<file path="config.mk">
export PLATFORM = sky130hd
export DESIGN_NAME = tape_player
export DESIGN_NICKNAME = d
export VERILOG_FILES = /design/src/rtl/tape_pkg.sv /design/src/rtl/tape_fifo.sv /design/src/rtl/tape_player.sv
export SDC_FILE = /design/constraint.sdc
export NUM_CORES = 1
export LEC_CHECK = 0
export BUFFER_PORTS_ARGS = -buffer_cell sky130_fd_sc_hd__buf_4
export CORE_ASPECT_RATIO = 1.25
export CORE_MARGIN = 4
export CORE_UTILIZATION = 40
export DETAILED_ROUTE_END_ITERATION = 10
export SLEW_MARGIN = 40
export SYNTH_ARGS = -nofsm -noshare
export SYNTH_HDL_FRONTEND = slang
export SYNTH_SLANG_ARGS = --single-unit
</file>
<file path="constraint.sdc">
create_clock -name clk -period 5.1 [get_ports clk]
set_input_delay 1.02 -clock clk [delete_from_list [all_inputs] [get_ports clk]]
set_output_delay 1.02 -clock clk [all_outputs]
set_load 0.02 [all_outputs]
</file>
<file path="src/rtl/tape_pkg.sv">
// Shared definitions for the cassette playback source.
//   tape_state_t : transport FSM states
//   HALF1_4MHZ   : half-period of a '1' cell at 4 MHz (1200 Hz)
//   HALF0_4MHZ   : half-period of a '0' cell at 4 MHz (600 Hz)
package tape_pkg;

  typedef enum logic [2:0] {
    IDLE,
    LEADER,
    START,
    DATA,
    STOP
  } tape_state_t;

  localparam int unsigned HALF1_4MHZ = 1667;
  localparam int unsigned HALF0_4MHZ = 3333;

endpackage

</file>
<file path="src/rtl/tape_fifo.sv">
// Synchronous byte FIFO buffering tape image data ahead of the serialiser.
//   clk, reset : clock, synchronous active-high reset
//   flush      : empties the FIFO next cycle, overriding push/pop
//   push, din  : write request and byte (accepted only when din_ready)
//   pop, dout  : read request and head byte (dout valid while level != 0)
//   level      : occupancy, 0 .. 2**FIFO_AW
//   din_ready  : registered "not full"
module tape_fifo #(
  parameter int unsigned FIFO_AW = 4
) (
  input  logic               clk,
  input  logic               reset,
  input  logic               flush,
  input  logic               push,
  input  logic               pop,
  input  logic [7:0]         din,
  output logic [7:0]         dout,
  output logic [FIFO_AW:0]   level,
  output logic               din_ready
);

  localparam int unsigned      DEPTH = 2**FIFO_AW;
  localparam logic [FIFO_AW:0] FULL  = (FIFO_AW+1)'(DEPTH);

  logic [7:0]         mem [DEPTH];
  logic [FIFO_AW-1:0] wr_ptr;
  logic [FIFO_AW-1:0] rd_ptr;
  logic [FIFO_AW:0]   level_next;
  logic               do_push;
  logic               do_pop;

  assign do_push = push && din_ready;
  assign do_pop  = pop && (level != '0);
  assign dout    = mem[rd_ptr];

  always_comb begin
    level_next = level;
    if (flush) begin
      level_next = '0;
    end else begin
      unique case ({do_push, do_pop})
        2'b10:   level_next = level + 1'b1;
        2'b01:   level_next = level - 1'b1;
        default: level_next = level;
      endcase
    end
  end

  always_ff @(posedge clk) begin
    if (reset) begin
      wr_ptr    <= '0;
      rd_ptr    <= '0;
      level     <= '0;
      din_ready <= 1'b1;
    end else if (flush) begin
      wr_ptr    <= '0;
      rd_ptr    <= '0;
      level     <= '0;
      din_ready <= 1'b1;
    end else begin
      if (do_push) wr_ptr <= wr_ptr + 1'b1;
      if (do_pop)  rd_ptr <= rd_ptr + 1'b1;
      level     <= level_next;
      // Computed from the next level so din_ready always matches level.
      din_ready <= (level_next != FULL);
    end
  end

  always_ff @(posedge clk) begin
    if (do_push && !flush) mem[wr_ptr] <= din;
  end

endmodule

</file>
<file path="src/rtl/tape_player.sv">
// Cassette playback source: buffers tape bytes and plays them out as
// FSK square-wave cells (start '0', 8 data bits LSB first, stop '1's).
//   clk       : cpu_clock
//   reset     : synchronous, active-high
//   play      : transport run level
//   flush     : empties the FIFO (byte in flight still completes)
//   din       : tape byte, din_valid/din_ready handshake
//   cass_out  : modulated tape signal
//   busy      : FSM not idle
//   underrun  : sticky, FIFO was empty at a byte boundary while playing
//   level     : FIFO occupancy
module tape_player
  import tape_pkg::*;
#(
  parameter int unsigned HALF1       = HALF1_4MHZ,
  parameter int unsigned HALF0       = HALF0_4MHZ,
  parameter int unsigned FIFO_AW     = 4,
  parameter int unsigned LEADER_BITS = 256,
  parameter int unsigned STOP_BITS   = 2
) (
  input  logic             clk,
  input  logic             reset,
  input  logic             play,
  input  logic             flush,
  input  logic [7:0]       din,
  input  logic             din_valid,
  output logic             din_ready,
  output logic             cass_out,
  output logic             busy,
  output logic             underrun,
  output logic [FIFO_AW:0] level
);

  localparam int unsigned TW      = $clog2(HALF0) + 1;
  localparam int unsigned CNT_MAX = (LEADER_BITS > 8) ? LEADER_BITS : 8;
  localparam int unsigned CW      = $clog2(((STOP_BITS > CNT_MAX) ? STOP_BITS : CNT_MAX) + 1);
  localparam logic [TW-1:0] H1_LAST = TW'(HALF1 - 1);
  localparam logic [TW-1:0] H0_LAST = TW'(HALF0 - 1);

  tape_state_t   state, state_n;
  logic [CW-1:0] cnt, cnt_n;
  logic [TW-1:0] timer, timer_n;
  logic          phase, phase_n;     // 0 = high half, 1 = low half
  logic          cur_bit, bit_n;     // value of the cell being emitted
  logic [7:0]    shreg, shreg_n;
  logic          cass_n;
  logic          play_d;
  logic          pop;
  logic          set_underrun;
  logic          half_end;
  logic          start_cell;
  logic          to_idle;
  logic [7:0]    fifo_dout;

  tape_fifo #(.FIFO_AW(FIFO_AW)) u_fifo (
    .clk       (clk),
    .reset     (reset),
    .flush     (flush),
    .push      (din_valid),
    .pop       (pop),
    .din       (din),
    .dout      (fifo_dout),
    .level     (level),
    .din_ready (din_ready)
  );

  assign busy     = (state != IDLE);
  assign half_end = (timer == (cur_bit ? H1_LAST : H0_LAST));

  always_comb begin
    state_n      = state;
    cnt_n        = cnt;
    timer_n      = timer + TW'(1);
    phase_n      = phase;
    bit_n        = cur_bit;
    shreg_n      = shreg;
    cass_n       = cass_out;
    pop          = 1'b0;
    set_underrun = 1'b0;
    start_cell   = 1'b0;
    to_idle      = 1'b0;

    if (state == IDLE) begin
      timer_n = '0;
      phase_n = 1'b0;
      cass_n  = 1'b0;
      if (play) begin
        state_n = LEADER;
        cnt_n   = CW'(LEADER_BITS);
        bit_n   = 1'b1;
        cass_n  = 1'b1;
      end
    end else if (half_end) begin
      timer_n = '0;
      if (!phase) begin
        phase_n = 1'b1;
        cass_n  = 1'b0;
      end else begin
        // Cell boundary: every cell begins high, so the next one starts now.
        phase_n = 1'b0;
        cass_n  = 1'b1;
        unique case (state)
          LEADER: begin
            if (!play)               to_idle    = 1'b1;
            else if (cnt == CW'(1))  start_cell = 1'b1;
            else                     cnt_n      = cnt - 1'b1;
          end
          START: begin
            if (!cur_bit) begin
              state_n = DATA;
              cnt_n   = CW'(8);
              bit_n   = shreg[0];
            end else if (!play) begin
              to_idle = 1'b1;
            end else begin
              start_cell = 1'b1;
            end
          end
          DATA: begin
            shreg_n = shreg >> 1;
            if (cnt == CW'(1)) begin
              state_n = STOP;
              cnt_n   = CW'(STOP_BITS);
              bit_n   = 1'b1;
            end else begin
              cnt_n = cnt - 1'b1;
              bit_n = shreg[1];
            end
          end
          STOP: begin
            if (cnt > CW'(1)) cnt_n      = cnt - 1'b1;
            else if (play)    start_cell = 1'b1;
            else              to_idle    = 1'b1;
          end
          default: to_idle = 1'b1;
        endcase
      end
    end

    // A START cell either carries a popped byte's start bit or, with the
    // FIFO empty, is a mark cell that retries at the next boundary.
    if (start_cell) begin
      state_n = START;
      if (level != '0) begin
        pop     = 1'b1;
        shreg_n = fifo_dout;
        bit_n   = 1'b0;
      end else begin
        set_underrun = 1'b1;
        bit_n        = 1'b1;
      end
    end

    if (to_idle) begin
      state_n = IDLE;
      cass_n  = 1'b0;
    end
  end

  always_ff @(posedge clk) begin
    if (reset) begin
      state    <= IDLE;
      cnt      <= '0;
      timer    <= '0;
      phase    <= 1'b0;
      cur_bit  <= 1'b0;
      shreg    <= '0;
      cass_out <= 1'b0;
      underrun <= 1'b0;
      play_d   <= 1'b0;
    end else begin
      state    <= state_n;
      cnt      <= cnt_n;
      timer    <= timer_n;
      phase    <= phase_n;
      cur_bit  <= bit_n;
      shreg    <= shreg_n;
      cass_out <= cass_n;
      play_d   <= play;
      if (set_underrun)         underrun <= 1'b1;
      else if (play && !play_d) underrun <= 1'b0;
    end
  end

endmodule

</file>
## Word-level counts from Yosys, hierarchy flattened

Memories as Yosys holds them, arrays and structs flattened. A register that Yosys moved wholly into a read port is not among the register bits.
Cells that the tools add are included.
Widths: inputs -> output; s select.

| cells by class | value |
|---|---|
| reduce and logical (&&, ||, !) cells | 26 |
| order comparisons | 1 |
| $add $sub $neg | 6 |
| multiply operators | 0 |
| mux-type cells | 65 |
| shift-type cells | 0 |
| equal/unequal tests | 18 |
| bitwise operators | 0 |
| div/mod/pow operators | 0 |

Operator list:

| kind | count |
|---|---|
| $mux 9 | 9 |
| $mux 8 | 6 |
| $pmux 9 s4 | 1 |
| $mux 1 | 33 |
| $mux 3 | 6 |
| $ne 3x3->1 const B | 5 |
| $add 13x1->13 const B | 1 |
| $eq 13x12->1 | 1 |
| $mux 12 | 1 |
| $ne 4x4->1 const B | 3 |
| $reduce_and 6->1 | 2 |
| $reduce_bool 3->1 | 4 |
| $pmux 5 s2 | 1 |
| $reduce_bool 5->1 | 2 |
| $eq 9x1->1 const B | 1 |
| $gt 9x1->1 const B | 1 |
| $sub 9x1->9 const B | 1 |
| $add 4x1->4 const B | 2 |
| $mux 4 | 2 |
| $reduce_and 8->1 | 1 |
| $eq 3x2->1 const B | 2 |
| $pmux 3 s2 | 1 |
| $reduce_bool 2->1 | 3 |
| $reduce_or 2->1 | 3 |
| 19 further kinds | 24 |

| word-level totals | value |
|---|---|
| bits of input ports | 13 |
| flip-flop bits (word level) | 52 |
| output and inout port bits | 9 |
| latch bits | 0 |
| bits in read-only memories | 0 |
| memories kept | 1 |
| RAM bits | 128 |

Memory list:

| name | words | bits a word | read ports | clocked after memory_dff | wr ports | line | RTL |
|---|---|---|---|---|---|---|---|
| u_fifo.mem | 16 | 8 | 1 | 1 | 1 | tape_fifo.sv:25 | `logic [7:0] mem [DEPTH];` |

## Logic depth before layout (Yosys ltp)

| logic depth | value |
|---|---|
| word-level depth | 13 |
| depth in mapped cells | 17 |
| mapped depth without buffers | 15 |

## By module

A second synthesis with hierarchy kept.

| second synthesis, totals | value |
|---|---|
| cell total of the unflattened synthesis | 547 |
| area total of the unflattened synthesis | 7992.7 µm² |

By module, submodules not included:

| module | times used | cells each | area an instance (µm²) |
|---|---|---|---|
| tape_fifo | 1 | 300 | 5890.6 |
| tape_player | 1 | 247 | 2102.0 |

## Least setup slack after synthesis

OpenSTA, ideal clock, no wires.

| path | value |
|---|---|
| path kind | flip-flop to flip-flop |
| start | register state[0] |
| end | register u_fifo.din_ready |
| slack | 1061 ps |
| library setup time | 132 ps |
| data arrival time | 3907 ps |
| stages on the path, launching flop included | 17 |
| path through | dfxtp_1 buf_2 or4b_2 o211ai_1 a31oi_1 nor4b_2 buf_2 ha_1 clkbuf_1 xor2_1 ha_1 nand2b_1 o2bb2a_1 o21a_1 or3_1 a21oi_1 o211ai_1 |

| on the way | value |
|---|---|
| word-level cells in the longest chain between the ends | 11 |
| elaborated cells on any way between the ends | 15 |

RTL lines:

| what | line | RTL |
|---|---|---|
| start: declaration | tape_player.sv:40 | `tape_state_t state, state_n;` |
| start signal: assignment | tape_player.sv:172 | `state <= state_n;` |
| $eq 3x3->1 (tied with other cells) | tape_player.sv:102 | `unique case (state)` |
| $pmux 1 s3 | tape_player.sv:102 |  |
| $mux 1 | tape_player.sv:95 | `if (!phase) begin` |
| $mux 1 | tape_player.sv:93 | `end else if (half_end) begin` |
| $mux 1 * | tape_player.sv:83 | `if (state == IDLE) begin` |
| $mux 1 * | tape_player.sv:142 | `if (start_cell) begin` |
| $logic_and 1x1->1 * | tape_fifo.sv:33 | `assign do_pop = pop && (level != '0);` |
| $eq 2x1->1 / $eq 2x2->1 (equally long branches) | tape_fifo.sv:41 | `unique case ({do_push, do_pop})` |
| $pmux 5 s2 * | tape_fifo.sv:41 |  |
| $mux 5 * | tape_fifo.sv:38 | `if (flush) begin` |
| $ne 5x5->1 * | tape_fifo.sv:65 | `din_ready <= (level_next != FULL);` |
| end signal: assignment | tape_fifo.sv:65 |  |
| end: declaration | tape_fifo.sv:19 | `output logic din_ready` |

Every way passes the cells marked *; elsewhere a longest branch is shown, timed or not.
A chain may end at the register's enable or synchronous reset.

## Worst setup path after layout

| path | value |
|---|---|
| start | register state[2] |
| end | register u_fifo.din_ready |

Same word-level chain as after synthesis.

==> results.tsv <==
stage	metric	value	unit
place	routability cong.	0.824	
setup_path	Crit path buffers/inverters	1	
clocking	Sink Count	184	
route	Avg Vias per Cell	5.35	
synthesis	number of synthesized flops with an enable pin	128	
grt	initial antenna violation count	0	
clocking	clk_lat worst skew	430	ps
grt	gr ovfl total	0	
die	Ports	22	
die	Die Wd	134	um
grt	first-pass GRT wire length	25300	um
setup_path	Worst path top cell family by delay	simple AND/OR/NAND/NOR gates	
route	1st-pass router iterations	5	
synthesis	asr flop ratio synth	0	%
synthesis	Seq cells post-synth	184	
place	Placed Cells	850	
finish	share of layout cells above drive strength 1	20.3	%
sta	setup ws final	765	ps
setup_path	Slowest-stage cell, CP	or4b_2	
die	Die Height	166	um
sta	worst slew pin tran	861	ps
finish	Finished Cell Area	9060	sq um
sta	Final min period	4330	ps
setup_path	CP peak stage delay	640	ps
clocking	H-tree lvl count	4	
clocking	CTS max path bufs	2	
synthesis	Seq/Total Area, Yosys	62.2	%
sta	Clock Skew	12.7	ps
setup_path	WP data arrival	4630	ps
die	die area	22300	sq um
finish	antenna diode count	0	
power_and_ir_drop	total power per unit cell area	345	nW/um^2
power_and_ir_drop	clock power share	41.9	%
run	max cap viols	0	
setup_path	CP max FO	25	
setup_path	CP endpoint kind	flip-flop	
route	routed wire length	15600	um
sta	Slew HR	42.4	%
sta	hold_ws	464	ps
sta	Setup TNS Final	0	ps
min_path	hold crit path type	reg -> reg	
finish	Total Nets Final	628	
route	via count	4719	
finish	area grow syn2layout	13.4	%
grt	pin count of the biggest net entering global routing	33	
route	WL/cell	17.7	um
place	pre-CTS setup slack	821	ps
status	status	complete, no violations	
die	std cell rows	57	
power_and_ir_drop	Leak	0.00291	uW
clocking	Hold-fix buffers, CTS	0	
die	Initial Util	40.9	%
clocking	CTS Buf Count	17	
setup_path	CP Launch Type	flip-flop	
route	ANT nets after route	0	
synthesis	Main synth FF type	edfxtp_1	
grt	vias in the first global route	4801	
power_and_ir_drop	Seq pwr share	52.2	%
power_and_ir_drop	net switching power figure	773	uW
synthesis	Yosys cell types	62	
clocking	register clock-pin slew on the reported worst setup and hold paths	70	ps
sta	Final setup viols	0	
grt	All-Layer GR Usage	14.6	%
clocking	Root Buffer	clkbuf_16	
place	IO buf count	21	
power_and_ir_drop	VDD IR max	0.232	mV
power_and_ir_drop	Int Pwr	2350	uW
sta	final worst path period share	85.0	%
place	DP HPWL	10400	um
route	DRC viols	0	
setup_path	Worst Setup Path Type	reg -> reg	
setup_path	WP data required	5400	ps
synthesis	Mapped Nets	610	
route	1st-iter DRT viols	234	
sta	final slew viol count	0	
place	Placed Area	8440	sq um
synthesis	Syn. warnings	0	
die	Core ar.	19500	sq um
clocking	CTS tree	yes	
power_and_ir_drop	combinational power share	5.9	%
finish	non-filler instance count after layout	882	
clocking	count of cells resized by post-cts repair	0	
clocking	Post-CTS Setup Repair Bufs	0	
setup_path	Critical Path, Cell by Cell	or4b_2, o211ai_1, a31oi_1, nor4b_4, buf_4, ha_1, xor2_1, ha_1, nand2b_1, o2bb2a_1, o21a_1, or3_1, a21oi_1, o211ai_1	
sta	Hold Fails Final Rpt	0	
sta	RSZ-0062 raised after global routing	false	
sta	Max Clock Freq	0.231	GHz
power_and_ir_drop	switching portion of total power	24.8	%
synthesis	post-synthesis cell count	586	
synthesis	Synth Cell Area	7990	sq um
synthesis	Avg Cell Area, Syn	13.6	sq um
## cells by family (layout without fill, tap and decap cells)
logic type | count (synthesis) | count (layout) | share of synthesized area, %
multiplexers | 51 | 51 | 11.5
XOR/XNOR | 23 | 23 | 2.52
adder cells (fa/ha/maj) | 11 | 11 | 1.72
flip-flops | 184 | 184 | 62.2
buffers and inverters | 47 | 78 | 2.44
AND/OR/NAND/NOR | 170 | 170 | 10.9
AO/OA/AOI/OAI | 100 | 100 | 8.73
## flip-flops by register name, summed over array words and instances, names as in the netlist, named ones only
| signal | cells |
|---|---|
| u_fifo.wr_ptr | 4 |
| timer | 13 |
| state | 3 |
| cur_bit | 1 |
| cnt | 9 |
| u_fifo.level | 5 |
| shreg | 8 |
| u_fifo.mem | 128 |
| phase | 1 |
| cass_out | 1 |
| underrun | 1 |
| play_d | 1 |
| u_fifo.din_ready | 1 |
| u_fifo.rd_ptr | 4 |
## worst paths after layout
path,from,to,slack (ps),cells after the start
worst max-delay path,state[2],u_fifo.din_ready,770,14
worst min-delay path,timer[0],timer[0],460,1
worst max register to register,state[2],u_fifo.din_ready,770,14
worst min register to register,timer[0],timer[0],460,1
## cell type report
| cell class | instances | area (sq um) |
|---|---|---|
| multi-input combinational | 355 | 2860 |
| inverter | 15 | 56.3 |
| clock inverter | 15 | 186 |
| timing repair buffer | 31 | 233 |
| tap | 265 | 332 |
| fill | 1735 | 10500 |
| clock buffer | 17 | 425 |
| sequential | 184 | 4970 |
## Yosys cell counts (9+ instances only)
| cell type | n | area [sq um] |
|---|---|---|
| ha_1 | 11 | 138 |
| nor2b_1 | 11 | 68.8 |
| mux4_2 | 32 | 721 |
| nor2_1 | 63 | 236 |
| a21oi_1 | 31 | 155 |
| nand2b_1 | 9 | 56.3 |
| o21ai_0 | 16 | 80.1 |
| xor2_1 | 12 | 105 |
| clkbuf_1 | 19 | 71.3 |
| xnor2_1 | 11 | 96.3 |
| a211oi_1 | 17 | 128 |
| nand2_1 | 22 | 82.6 |
| edfxtp_1 | 128 | 3840 |
| dfxtp_1 | 56 | 1120 |
| nand3_1 | 15 | 75.1 |
| mux2i_1 | 12 | 120 |
| nor3_1 | 12 | 60.1 |
| inv_1 | 15 | 56.3 |
## power by group through the flow
stage / registers [uW] / clock network [uW] / logic, uW
3_3_place_gp: 1660 / 0 / 180
4_1_cts: 1630 / 1340 / 185
6_report: 1630 / 1310 / 184
2_1_floorplan: 1660 / 0 / 131
3_5_place_dp: 1660 / 0 / 184
5_1_grt: 1630 / 1400 / 207
## metrics by stage
step | util [%] | power (uW)
2_1_floorplan | - | 1790
5_1_grt | 46.4 | 3240
6_report | 46.4 | 3120
3_3_place_gp | 43.1 | 1840
3_5_place_dp | 43.2 | 1850
4_1_cts | 46.3 | 3160
## cells in the final DEF (no fill, tap or decap), drive strengths merged, types with 15 or more instances in the layout
master  count
edfxtp    128
buf        31
a211oi     18
nor2       64
clkbuf     17
nand2      22
dfxtp      56
nand3      15
inv        23
o21ai      16
a21oi      31
mux4       32
## metal layers
layer	GRT usage [%]	part of all wire [%]	vias up
met5	0	0	-
met4	4.87	1.0	0
met3	3.00	2.7	13
met2	25.8	54	81
met1	17.5	42	2367
li1	-	-	2258
(Power assumes the default switching activity.)
